<file path="src/rtl/fnd_pkg.sv">
// fnd_pkg: constants and helpers shared by the seven-segment scan blocks.
//   SEG_W          width of one packed segment pattern {a..g}, MSB = a
//   SEG_A..SEG_G   bit index of each segment inside a pattern
//   SEG_BLANK      all segments off (logical, before polarity)
//   width_of(n)    counter width for n states, never less than 1
package fnd_pkg;

  localparam int SEG_W = 7;

  localparam int SEG_A = 6;
  localparam int SEG_B = 5;
  localparam int SEG_C = 4;
  localparam int SEG_D = 3;
  localparam int SEG_E = 2;
  localparam int SEG_F = 1;
  localparam int SEG_G = 0;

  localparam logic [SEG_W-1:0] SEG_BLANK = 7'b0;

  // $clog2(1) is 0, which would give zero-width counters.
  function automatic int width_of(input int n);
    if (n <= 1) return 1;
    return $clog2(n);
  endfunction

endpackage

</file>
<file path="src/rtl/fnd_tick_div.sv">
// fnd_tick_div: free-running modulo-DIV counter with a terminal-count flag.
//   clk, rst_n   clock and asynchronous active-low reset
//   cnt          current count, 0..DIV-1
//   tc           high for the single cycle where cnt == DIV-1
module fnd_tick_div
  import fnd_pkg::*;
#(
  parameter int DIV = 2
) (
  input  logic                     clk,
  input  logic                     rst_n,
  output logic [width_of(DIV)-1:0] cnt,
  output logic                     tc
);

  localparam int CW = width_of(DIV);
  localparam logic [CW-1:0] LAST = CW'(DIV - 1);

  assign tc = (cnt == LAST);

  always_ff @(posedge clk or negedge rst_n) begin
    if (!rst_n) begin
      cnt <= '0;
    end else if (tc) begin
      cnt <= '0;
    end else begin
      cnt <= cnt + CW'(1);
    end
  end

endmodule

</file>
<file path="src/rtl/fnd_scan_ctrl.sv">
// fnd_scan_ctrl: time-multiplexed seven-segment scan controller for
// NUM_DIGITS common-node digits, with double-buffered loads, per-digit
// blink, a blank interval at each slot start and configurable polarity.
//   clk, rst_n     clock and asynchronous active-low reset
//   i_digit_seg    packed patterns, digit k at [7k+6:7k]
//   i_dp           decimal point per digit (1 = lit)
//   i_blink_mask   1 = digit blinks
//   i_load         strobe capturing the three data inputs into the shadow
//   i_disp_en      0 = all digits dark (scan keeps running)
//   o_seg/o_seg_dp segment and dp drive for the digit being scanned
//   o_seg_enb      one-hot digit enable
//   o_pending      shadow data waiting for the frame boundary
//   o_frame_tick   one-cycle pulse after each frame boundary
module fnd_scan_ctrl
  import fnd_pkg::*;
#(
  parameter int NUM_DIGITS  = 6,
  parameter int SCAN_DIV    = 5000,
  parameter int BLANK_CYC   = 16,
  parameter int BLINK_DIV   = 25000000,
  parameter int SEG_ACT_LOW = 0,
  parameter int ENB_ACT_LOW = 1
) (
  input  logic                        clk,
  input  logic                        rst_n,
  input  logic [SEG_W*NUM_DIGITS-1:0] i_digit_seg,
  input  logic [NUM_DIGITS-1:0]       i_dp,
  input  logic [NUM_DIGITS-1:0]       i_blink_mask,
  input  logic                        i_load,
  input  logic                        i_disp_en,
  output logic [SEG_W-1:0]            o_seg,
  output logic                        o_seg_dp,
  output logic [NUM_DIGITS-1:0]       o_seg_enb,
  output logic                        o_pending,
  output logic                        o_frame_tick
);

  localparam int IDX_W = width_of(NUM_DIGITS);
  localparam int PRE_W = width_of(SCAN_DIV);
  localparam int BLK_W = width_of(BLINK_DIV);
  localparam logic [IDX_W-1:0]      LAST_IDX = IDX_W'(NUM_DIGITS - 1);
  localparam logic [SEG_W-1:0]      SEG_POL  = (SEG_ACT_LOW != 0) ? {SEG_W{1'b1}} : {SEG_W{1'b0}};
  localparam logic                  DP_POL   = (SEG_ACT_LOW != 0);
  localparam logic [NUM_DIGITS-1:0] ENB_POL  = (ENB_ACT_LOW != 0) ? {NUM_DIGITS{1'b1}} : {NUM_DIGITS{1'b0}};

  logic [PRE_W-1:0] pre_cnt;
  logic             scan_tc;
  logic [BLK_W-1:0] unused_blink_cnt;
  logic             blink_tc;
  logic [IDX_W-1:0] idx_reg;
  logic             blink_ph_reg;
  logic             frame;

  logic [SEG_W*NUM_DIGITS-1:0] shadow_seg_reg, active_seg_reg;
  logic [NUM_DIGITS-1:0]       shadow_dp_reg, active_dp_reg;
  logic [NUM_DIGITS-1:0]       shadow_mask_reg, active_mask_reg;
  logic                        pending_reg;
  logic                        frame_tick_reg;

  logic [SEG_W-1:0]      active_digit [NUM_DIGITS];
  logic                  in_window;
  logic                  lit;
  logic [SEG_W-1:0]      seg_next, seg_reg;
  logic                  dp_next, dp_reg;
  logic [NUM_DIGITS-1:0] enb_next, enb_reg;

  fnd_tick_div #(.DIV(SCAN_DIV)) u_scan_div (
    .clk   (clk),
    .rst_n (rst_n),
    .cnt   (pre_cnt),
    .tc    (scan_tc)
  );

  fnd_tick_div #(.DIV(BLINK_DIV)) u_blink_div (
    .clk   (clk),
    .rst_n (rst_n),
    .cnt   (unused_blink_cnt),
    .tc    (blink_tc)
  );

  // Last cycle of the last digit slot.
  assign frame = scan_tc && (idx_reg == LAST_IDX);

  always_ff @(posedge clk or negedge rst_n) begin
    if (!rst_n) begin
      idx_reg        <= '0;
      blink_ph_reg   <= 1'b0;
      frame_tick_reg <= 1'b0;
    end else begin
      if (scan_tc) begin
        idx_reg <= (idx_reg == LAST_IDX) ? '0 : idx_reg + IDX_W'(1);
      end
      if (blink_tc) begin
        blink_ph_reg <= ~blink_ph_reg;
      end
      frame_tick_reg <= frame;
    end
  end

  // Double buffer: the shadow always follows i_load; the active copy only
  // changes at the frame boundary so a frame is never drawn with mixed data.
  // A load landing on the boundary itself goes straight to active.
  always_ff @(posedge clk or negedge rst_n) begin
    if (!rst_n) begin
      shadow_seg_reg  <= '0;
      shadow_dp_reg   <= '0;
      shadow_mask_reg <= '0;
      active_seg_reg  <= '0;
      active_dp_reg   <= '0;
      active_mask_reg <= '0;
      pending_reg     <= 1'b0;
    end else begin
      if (i_load) begin
        shadow_seg_reg  <= i_digit_seg;
        shadow_dp_reg   <= i_dp;
        shadow_mask_reg <= i_blink_mask;
      end
      if (frame) begin
        pending_reg <= 1'b0;
        if (i_load) begin
          active_seg_reg  <= i_digit_seg;
          active_dp_reg   <= i_dp;
          active_mask_reg <= i_blink_mask;
        end else if (pending_reg) begin
          active_seg_reg  <= shadow_seg_reg;
          active_dp_reg   <= shadow_dp_reg;
          active_mask_reg <= shadow_mask_reg;
        end
      end else if (i_load) begin
        pending_reg <= 1'b1;
      end
    end
  end

  generate
    for (genvar gi = 0; gi < NUM_DIGITS; gi++) begin : g_digit
      assign active_digit[gi] = active_seg_reg[gi*SEG_W +: SEG_W];
      assign enb_next[gi]     = lit && (idx_reg == IDX_W'(gi));
    end

    if (BLANK_CYC == 0) begin : g_no_blank
      assign in_window = 1'b1;
    end else begin : g_blank
      assign in_window = (pre_cnt >= PRE_W'(BLANK_CYC));
    end
  endgenerate

  always_comb begin
    lit      = i_disp_en && in_window && !(blink_ph_reg && active_mask_reg[idx_reg]);
    seg_next = SEG_BLANK;
    dp_next  = 1'b0;
    if (lit) begin
      seg_next = active_digit[idx_reg];
      dp_next  = active_dp_reg[idx_reg];
    end
  end

  // Registers hold logical (active-high) values; polarity is a pure XOR on
  // the way out, so the cleared registers already give inactive pin levels.
  always_ff @(posedge clk or negedge rst_n) begin
    if (!rst_n) begin
      seg_reg <= SEG_BLANK;
      dp_reg  <= 1'b0;
      enb_reg <= '0;
    end else begin
      seg_reg <= seg_next;
      dp_reg  <= dp_next;
      enb_reg <= enb_next;
    end
  end

  assign o_seg        = seg_reg ^ SEG_POL;
  assign o_seg_dp     = dp_reg ^ DP_POL;
  assign o_seg_enb    = enb_reg ^ ENB_POL;
  assign o_pending    = pending_reg;
  assign o_frame_tick = frame_tick_reg;

endmodule

</file>
<file path="config.mk">
export PLATFORM = sky130hd
export DESIGN_NAME = fnd_scan_ctrl
export DESIGN_NICKNAME = d
export VERILOG_FILES = /design/src/rtl/fnd_pkg.sv /design/src/rtl/fnd_tick_div.sv /design/src/rtl/fnd_scan_ctrl.sv
export SDC_FILE = /design/constraint.sdc
export NUM_CORES = 1
export LEC_CHECK = 0
export ABC_AREA = 0
export CORE_MARGIN = 2
export CORE_UTILIZATION = 30
export DETAILED_ROUTE_END_ITERATION = 8
export SLEW_MARGIN = 20
export SYNTH_ARGS = -nofsm -noshare
export SYNTH_HDL_FRONTEND = slang
export SYNTH_SLANG_ARGS = --single-unit
</file>
<file path="constraint.sdc">
create_clock -name clk -period 4.3 [get_ports clk]
set_input_delay 0.43 -clock clk [delete_from_list [all_inputs] [get_ports clk]]
set_output_delay 0.43 -clock clk [all_outputs]
set_load 0.01 [all_outputs]
</file>
==> out/metrics.csv, run 1 <==
stage,metric,value,unit
clocking,clk_lat worst skew,0.43,ns
clocking,hold buffers post-CTS,0,
global_routing,GR Util met3,3.03,%
detailed_routing,total number of vias,4023,
setup_path,CP Class,flip-flop to flip-flop,
clocking,CTS tree,yes,
synth,syn nets,552,
finish,Total Nets Final,628,
global_routing,vias in the first global route,4301,
synth,share of the synthesized area in the top cell type,58.9,%
detailed_routing,Iteration-0 DRC Markers,293,
detailed_routing,DRT Pass-1 Iters,4,
synth,cell count after synthesis,490,
finish,Antenna Diode Count,0,
clocking,post-CTS sizing,0,
placement,port bufs,73,
clocking,clock tree buffer depth,2,
setup_path,CP required,4.61,ns
sta,final setup violation count,0,
finish,"commonest non-fill, non-tap cell in the layout",dfrtp_1,
synth,post-synth cell types,33,
sta,Rel. slew slack,34.8,%
placement,Placed Instances,865,
sta,Slew Limit Fails,0,
detailed_routing,drt drc,0,
placement,placer congestion estimate,0.728,
sta,final hold slack,0.130,ns
finish,area delta synth->final,24.2,%
sta,Setup Skew,0.00591,ns
power,PwrDens,391,nW/um^2
floorplan,chip width,157,um
setup_path,Worst R2R Start,u_scan_div.cnt[4]$_DFF_PN0_,
global_routing,pin count of the biggest net entering global routing,112,
detailed_routing,"antenna viol nets, final",0,
setup_path,critical path arrival,3.26,ns
flow_run,number of max-cap violations,0,
detailed_routing,routed vias/inst,4.48,
setup_path,R2R cell count,6,
floorplan,die footprint,24700,um^2
setup_path,CP max FO,30,
global_routing,Overflow after GRT,0,
global_routing,Tot GR Track Use,12.2,%
outcome,outcome,"finished, final reports clean",
placement,Setup WS pre-CTS,1.38,ns
power,Max IR drop VDD,0.238,mV
sta,Fin. Hold Viols,0,
synth,synthesis-stage register bit count,166,
sta,slack of the critical path,1.35,ns
synth,Synth Cell Area,7050,um^2
setup_path,critical path startpoint category,flip-flop,
floorplan,CORE AREA,23300,um^2
global_routing,met1 GRT Util,16.3,%
floorplan,Initial Utilization,30.3,%
power,P_leak,0.00403,uW
synth,sequential fraction of the synthesis area,58.9,%
clocking,Clock transition at path regs,0.06,ns
global_routing,initial antenna violation count,0,
placement,dpl hpwl,9570,um
worst_hold_path,path type of the worst min-delay path,input pin to asynchronous set/reset pin,
global_routing,met2 Usage GRT,19.3,%
finish,Final Util,37.6,%
clocking,H-tree depth,4,
detailed_routing,WL/cell,15.8,um
sta,fmax,339,MHz
setup_path,Reg-to-Reg End,active_seg_reg[25]$_DFFE_PN0P_,
floorplan,die height,157,um
clocking,clock sink count,166,
synth,post-synthesis area per instance,14.4,um^2
setup_path,Setup crit end kind,flip-flop,
synth,number of synthesis warnings,0,
clocking,Post-CTS Setup Inserts,0,
detailed_routing,Total Wirelength,14100,um
finish,Final Instance Count excl. Fillers,897,
sta,RSZ-0062 raised after global routing,false,
floorplan,# IOs,74,
sta,crit share post-route,68.7,%
synth,ranking of synthesized cells by area,"dfrtp_1 (59%), mux2_2 (11%), mux2_4 (11%)",
finish,share of layout cells above drive strength 1,29.6,%
clocking,Root Buffer,clkbuf_16,
global_routing,grt peak-use layer,met2,
clocking,clock buffer count from CTS,17,
setup_path,R2R Setup Slk,1.35,ns
finish,"commonest cells after routing, fill and taps aside","dfrtp_1 (166), clkdlybuf4s50_1 (71), mux2_2 (68)",
floorplan,row count,56,
sta,Slew @ Worst Pin,0.978,ns
sta,Fin Setup TNS,0,ns
global_routing,first-pass GRT wire length,23000,um
sta,fin crit period,2.95,ns
synth,"area leader, netlist",dfrtp_1,
==> cell usage after synthesis, drive strengths merged <==
library cell	count
nand4	12
mux2	118
mux2i	2
and2	2
or3b	1
and3	9
or2	1
xnor2	10
xor2	20
nand2b	2
and4	1
nor2b	2
a22oi	8
or4	1
nor2	37
nand2	18
nor4	6
nand3b	5
o21ai	5
clkbuf	15
mux4	9
nor3	2
nand3	11
nor4b	2
dfrtp	166
inv	11
and4b	1
ha	4
nand4b	1
buf	8
==> routing by layer <==
metal  wire, um  share of wire, %  up-vias
li1           -                 -     1860
met5          0                 0        -
met4        199               1.4        0
met2       6720                48       82
met3        509               3.6       13
met1       6710                47     2068
==> worst max path at each step <==
stage                                start                             end
2_1_floorplan  u_scan_div.cnt[4]$_DFF_PN0_    active_dp_reg[0]$_DFFE_PN0P_
3_3_place_gp   u_scan_div.cnt[4]$_DFF_PN0_    active_dp_reg[2]$_DFFE_PN0P_
3_5_place_dp   u_scan_div.cnt[4]$_DFF_PN0_   active_seg_reg[8]$_DFFE_PN0P_
4_1_cts        u_scan_div.cnt[4]$_DFF_PN0_   active_seg_reg[8]$_DFFE_PN0P_
5_1_grt             idx_reg[2]$_DFFE_PN0N_  active_seg_reg[25]$_DFFE_PN0P_
6_report       u_scan_div.cnt[4]$_DFF_PN0_  active_seg_reg[25]$_DFFE_PN0P_
==> metrics by stage <==
step                area, um^2  power (uW)
global placement          8100        1840
CTS                       8720        3470
finish                    8750        3420
detailed placement        8100        1840
floorplan                 7050        1730
global route              8750        3560
==> cell type report <==
| cell class | count | area, um^2 |
|---|---|---|
| Clock buffer | 19 | 453 |
| Clock inverter | 12 | 176 |
| Fill cell | 2240 | 14500 |
| Inverter | 11 | 41.3 |
| Multi-Input combinational cell | 290 | 2740 |
| Sequential cell | 166 | 4150 |
| Tap cell | 319 | 399 |
| Timing Repair Buffer | 80 | 792 |
==> cell families (layout without fill, tap and decap cells) <==
kind of cell               after synthesis  in the layout  share of synthesized area (%)
adders and majority gates                4              4                          0.710
buffers and inverters                   34            122                           2.47
AOI/OAI and AO/OA                       13             13                           1.21
xor gates and xnor gates                30             30                           3.73
and+or+nand+nor                        114            114                           8.27
muxes                                  129            129                           24.7
DFF                                    166            166                           58.9
==> worst max-delay path, cell delays in order, from the launching register on <==
cell and delay [ns]:
dfrtp_1 0.42, or4_1 0.55, nor2_1 0.13, and3_1 0.41, or3b_4 0.69, buf_12 0.28
mux2_4 0.31
==> power breakdown <==
group	total (uW)	internal, uW	leakage (uW)	switching [uW]
sequential	1620	1610	0.00216	12.1
combinational	180	95.8	0.00156	84.4
clock	1620	1000	0.000305	618
Note: power is estimated with default switching activity, not from simulation.
==> run 2: changes to the inputs <==
clock period = 2.7 ns   (was 4.3 ns; I/O delays follow)
==> out/metrics.csv, run 2 (synthesis results as in run 1) <==
stage,metric,value,unit,change
power,PwrDens,602,nW/um^2,was 391 nW/um^2
setup_path,CP Class,flip-flop to flip-flop,,unchanged
sta,final setup violation count,0,,unchanged
clocking,clock sink count,166,,unchanged
setup_path,Worst R2R Start,u_scan_div.cnt[4]$_DFF_PN0_,,unchanged
power,PnR Total Power,5290,uW,was 3420 uW
sta,fin crit period,2.42,ns,was 2.95 ns
sta,Fin Setup TNS,0,ns,unchanged
sta,Slew @ Worst Pin,0.848,ns,was 0.978 ns
clocking,H-tree depth,4,,unchanged
power,clock share of power,45.6,%,was 47.3%
sta,final hold slack,0.132,ns,was 0.130 ns
clocking,clk_lat worst skew,0.42,ns,was 0.43 ns
setup_path,R2R Setup Slk,0.28,ns,was 1.35 ns
placement,placer congestion estimate,0.757,,was 0.728
floorplan,# IOs,74,,unchanged
floorplan,CORE AREA,23300,um^2,unchanged
setup_path,critical path startpoint,u_scan_div.cnt[4]$_DFF_PN0_,,unchanged
detailed_routing,Total Wirelength,13800,um,"was 14,100 um"
setup_path,R2R cell count,6,,unchanged
power,Reg power frac,48.9,%,was 47.5%
power,combinational share of power,5.5,%,was 5.3%
power,Switching Fraction,21.6,%,was 20.9%
floorplan,die footprint,24700,um^2,unchanged
sta,Fin. Hold Viols,0,,unchanged
finish,area delta synth->final,24.7,%,was 24.2%
clocking,Clock transition at path regs,0.06,ns,about the same
placement,Post-DP Area,8190,um^2,was 8100 um^2
global_routing,pin count of the biggest net entering global routing,89,,was 112
detailed_routing,Iteration-0 DRC Markers,245,,was 293
power,P_int,4150,uW,was 2710 uW
global_routing,Tot GR Track Use,11.9,%,was 12.2%
power,P_leak,0.00407,uW,was 0.00403 uW
power,Sw Pwr,1140,uW,was 714 uW
clocking,clock buffer count from CTS,17,,unchanged
detailed_routing,"antenna viol nets, final",0,,unchanged
finish,"commonest cells after routing, fill and taps aside","dfrtp_1 (166), clkdlybuf4s50_1 (71), mux2_2 (68)",,unchanged
global_routing,first-pass GRT wire length,22700,um,"was 23,000 um"
clocking,clock tree buffer depth,2,,unchanged
setup_path,Reg-to-Reg End,active_dp_reg[1]$_DFFE_PN0P_,,was active_seg_reg[25]$_DFFE_PN0P_
floorplan,chip width,157,um,unchanged
setup_path,critical path arrival,2.73,ns,was 3.26 ns
finish,Total Nets Final,637,,was 628
detailed_routing,WL/cell,15.2,um,was 15.8 um
sta,RSZ-0062 raised after global routing,false,,unchanged
clocking,Root Buffer,clkbuf_16,,unchanged
global_routing,vias in the first global route,4240,,"was 4,301"
setup_path,CP max FO,54,,was 30
clocking,post-CTS sizing,0,,unchanged
floorplan,Initial Utilization,30.3,%,unchanged
sta,Slew Limit Fails,0,,unchanged
worst_hold_path,path type of the worst min-delay path,input pin to flip-flop,,was input pin to asynchronous set/reset pin
outcome,outcome,"finished, final reports clean",,unchanged
placement,dpl hpwl,9610,um,was 9570 um
sta,Rel. slew slack,43.0,%,was 34.8%
finish,design area,8790,um^2,was 8750 um^2
clocking,CTS tree,yes,,unchanged
global_routing,Overflow after GRT,0,,unchanged
detailed_routing,routed vias/inst,4.44,,was 4.48
detailed_routing,drt drc,0,,unchanged
sta,Setup Skew,0.00794,ns,was 0.00591 ns
global_routing,initial antenna violation count,0,,unchanged
power,Max IR drop VDD,0.360,mV,was 0.238 mV
setup_path,Setup crit end kind,flip-flop,,unchanged
sta,fmax,413,MHz,was 339 MHz
floorplan,die height,157,um,unchanged
flow_run,number of max-cap violations,0,,unchanged
floorplan,row count,56,,unchanged
finish,filler cell count in the final layout,2227,,"was 2,240"
finish,share of layout cells above drive strength 1,30.3,%,was 29.6%
setup_path,critical path startpoint category,flip-flop,,unchanged
sta,crit share post-route,89.6,%,was 68.7%
setup_path,Critical Path End,active_dp_reg[1]$_DFFE_PN0P_,,was active_seg_reg[25]$_DFFE_PN0P_
setup_path,CP required,3.01,ns,was 4.61 ns
detailed_routing,DRT Pass-1 Iters,4,,unchanged
placement,port bufs,73,,unchanged
detailed_routing,total number of vias,4020,,"was 4,023"
finish,"commonest non-fill, non-tap cell in the layout",dfrtp_1,,unchanged
finish,Antenna Diode Count,0,,unchanged
## run 2: stage by stage
stage                     util (%)  cells  worst slack, ns
after floorplan                  -    490            0.429
after global placement        35.2    874            0.363
after detailed placement      35.2    874            0.322
after CTS                     37.8    906            0.315
after global routing          37.8    906            0.214
final                         37.8    906            0.280
## run 2: layer usage
| metal | vias to the layer above | GRT usage (%) | wire length [um] | part of all wire [%] |
|---|---|---|---|---|
| li1 | 1899 | - | - | - |
| met1 | 2029 | 15.6 | 6320 | 46 |
| met2 | 75 | 18.6 | 6620 | 48 |
| met3 | 17 | 3.06 | 568 | 4.1 |
| met4 | 0 | 5.41 | 297 | 2.2 |
| met5 | - | 0 | 0 | 0 |
## run 2: power by group through the flow
stage	clock (uW)	sequential (uW)	combinational (uW)
floorplan	0	2630	121
global placement	0	2630	292
detailed placement	0	2630	296
CTS	2480	2590	300
global route	2600	2590	320
finish	2420	2590	290
## run 2: area by class of cell
class                      count  area (um^2)  area share (%)
clock inverter                12          141            1.61
inverter                      11         41.3           0.470
multi-input combinational    290         2730            31.0
sequential                   166         4150            47.2
clock buffer                  19          453            5.15
tap                          319          399            4.54
timing repair buffer          89          875            9.95
## run 2: worst min path at each step
stage               slack, ns  depth (start not counted)  startpoint                        endpoint
floorplan               -0.03                          0       rst_n    active_dp_reg[0]$_DFFE_PN0P_
global placement         0.15                          1       rst_n  shadow_seg_reg[16]$_DFFE_PN0P_
detailed placement       0.16                          1       rst_n  shadow_seg_reg[16]$_DFFE_PN0P_
CTS                      0.11                          3      i_load           o_pending$_DFFE_PN0P_
global route             0.15                          3      i_load           o_pending$_DFFE_PN0P_
finish                   0.13                          3      i_load           o_pending$_DFFE_PN0P_
## run 2: timing repair
| action | CTS | global route |
|---|---|---|
| hold endpoints to repair | 27 | 0 |
| hold buffers | 1 | 0 |
| buffers inserted | 0 | 0 |
## run 2: critical path, cell delays in order, from the launching register on
cell and delay (ns):
dfrtp_1 0.42, or4_1 0.53, nor2_1 0.14, and3_1 0.18, or3b_4 0.39, buf_12 0.22, mux2_4 0.35
==> run 3: changes to the inputs <==
ABC_AREA = default   (was 0)
GPL_TIMING_DRIVEN = 0   (was default)
==> out/metrics.csv, run 3 (synthesis results as in run 1) <==
stage,metric,value,unit,change
outcome,outcome,"finished, final reports clean",,unchanged
flow_run,number of max-cap violations,0,,unchanged
global_routing,initial antenna violation count,0,,unchanged
sta,Setup Skew,0.0113,ns,was 0.00794 ns
global_routing,Overflow after GRT,0,,unchanged
setup_path,CP Class,flip-flop to flip-flop,,unchanged
sta,Slew @ Worst Pin,0.853,ns,was 0.848 ns
placement,dpl hpwl,10200,um,was 9610 um
setup_path,Setup crit end kind,flip-flop,,unchanged
placement,port bufs,72,,was 73
floorplan,die footprint,24700,um^2,unchanged
finish,share of layout cells above drive strength 1,28.7,%,was 30.3%
power,Max IR drop VDD,0.257,mV,was 0.360 mV
clocking,clock buffer count from CTS,17,,unchanged
global_routing,Tot GR Track Use,12.2,%,was 11.9%
global_routing,pin count of the biggest net entering global routing,108,,was 89
floorplan,CORE AREA,23300,um^2,unchanged
finish,"commonest cells after routing, fill and taps aside","dfrtp_1 (166), clkdlybuf4s50_1 (71), mux2_2 (68)",,unchanged
sta,fmax,407,MHz,was 413 MHz
detailed_routing,DRT Pass-1 Iters,5,,was 4
finish,"commonest non-fill, non-tap cell in the layout",dfrtp_1,,unchanged
finish,Total Nets Final,645,,was 637
power,PwrDens,595,nW/um^2,was 602 nW/um^2
sta,final hold slack,0.369,ns,was 0.132 ns
detailed_routing,total number of vias,4083,,"was 4,020"
floorplan,die height,157,um,unchanged
floorplan,row count,56,,unchanged
detailed_routing,routed vias/inst,4.46,,was 4.44
sta,fin crit period,2.46,ns,was 2.42 ns
floorplan,Initial Utilization,30.3,%,unchanged
clocking,Root Buffer,clkbuf_16,,unchanged
finish,Antenna Diode Count,0,,unchanged
clocking,H-tree depth,4,,unchanged
clocking,post-CTS sizing,0,,unchanged
clocking,Post-CTS Setup Inserts,0,,unchanged
setup_path,critical path arrival,2.77,ns,was 2.73 ns
worst_hold_path,path type of the worst min-delay path,input pin to asynchronous set/reset pin,,was input pin to flip-flop
setup_path,CP max FO,10,,was 54
floorplan,# IOs,74,,unchanged
detailed_routing,Total Wirelength,14300,um,"was 13,800 um"
setup_path,CP required,3.01,ns,about the same
setup_path,R2R cell count,7,,was 6
detailed_routing,"antenna viol nets, final",0,,unchanged
sta,Slew Limit Fails,0,,unchanged
floorplan,chip width,157,um,unchanged
detailed_routing,drt drc,0,,unchanged
sta,RSZ-0062 raised after global routing,false,,unchanged
sta,final setup violation count,0,,unchanged
clocking,Clock transition at path regs,0.07,ns,was 0.06 ns
clocking,clk_lat worst skew,0.43,ns,was 0.42 ns
clocking,CTS tree,yes,,unchanged
finish,area delta synth->final,25.0,%,was 24.7%
global_routing,first-pass GRT wire length,23000,um,"was 22,700 um"
sta,Fin. Hold Viols,0,,unchanged
placement,placer congestion estimate,0.810,,was 0.757
clocking,clock tree buffer depth,2,,unchanged
clocking,clock sink count,166,,unchanged
setup_path,critical path startpoint category,flip-flop,,unchanged
placement,Post-DP Area,8210,um^2,was 8190 um^2
detailed_routing,Iteration-0 DRC Markers,134,,was 245
finish,design area,8810,um^2,was 8790 um^2
detailed_routing,WL/cell,15.6,um,was 15.2 um
clocking,hold buffers post-CTS,1,,unchanged
global_routing,vias in the first global route,4388,,"was 4,240"
sta,Rel. slew slack,42.7,%,was 43.0%
power,P_leak,0.00404,uW,was 0.00407 uW
sta,crit share post-route,91.0,%,was 89.6%
## run 3: cell types whose count changed in the layout (fill, tap and decap cells not counted), sizes merged
cell and delta:
buf -7, bufinv -1, clkinv +1, clkbuf +16
inv -2, clkinvlp +2
## run 3: final cells by class
| cell class | count | area (um^2) |
|---|---|---|
| clock inverters | 12 | 118 |
| inverters | 11 | 41.3 |
| plain buffers | 23 | 133 |
| fillers | 2225 | 14500 |
| multi-input cells | 290 | 2730 |
| clock buffers | 20 | 467 |
| repair buffers | 74 | 763 |
| flip-flops and latches | 166 | 4150 |
| well taps | 319 | 399 |
## run 3: report_power, final
part           switching (uW)  internal, uW
logic                     135           157
clock network            1010          1350
registers                18.9          2570
total                    1160          4080
## run 3: worst max-delay path, stage by stage, from the launching register on
cell     delay [ns]
dfrtp_1        0.42
or4_1          0.53
nor2_1         0.14
and3_1         0.23
or3b_1         0.38
buf_6          0.17
buf_6          0.17
mux2_4         0.30
## run 3: through the flow
| stage | setup TNS (ns) | util [%] | setup slack (ns) | total power [uW] | instances |
|---|---|---|---|---|---|
| global route | 0 | 37.9 | 0.0800 | 5450 | 915 |
| floorplan | 0 | - | 0.429 | 2750 | 490 |
| detailed placement | 0 | 35.3 | 0.250 | 2930 | 882 |
| finish | 0 | 37.9 | 0.244 | 5240 | 915 |
| CTS | 0 | 37.8 | 0.230 | 5310 | 915 |
| global placement | -821.12 | 35.1 | -4.96 | 2920 | 881 |
## run 3: metal layers
metal	routed length [um]	vias up	global-route usage [%]
met5	0	-	0
met4	225	0	4.76
met3	489	14	3.06
met2	6610	66	18.7
met1	6960	2093	16.6
li1	-	1910	-
## run 3: path summary, 6_finish.rpt
| check | startpoint | end | slack [ns] |
|---|---|---|---|
| setup / recovery | u_scan_div.cnt[4]$_DFF_PN0_ | active_seg_reg[22]$_DFFE_PN0P_ | 0.24 |
| hold / removal | rst_n | shadow_seg_reg[11]$_DFFE_PN0P_ | 0.37 |
| setup reg to reg | u_scan_div.cnt[4]$_DFF_PN0_ | active_seg_reg[22]$_DFFE_PN0P_ | 0.24 |
| hold reg to reg | u_scan_div.cnt[6]$_DFF_PN0_ | u_scan_div.cnt[6]$_DFF_PN0_ | 0.49 |
| max in group asynchronous | rst_n | o_seg_dp$_DFF_PN0_ | 1.46 |
| min in group clk | i_load | o_pending$_DFFE_PN0P_ | 0.48 |
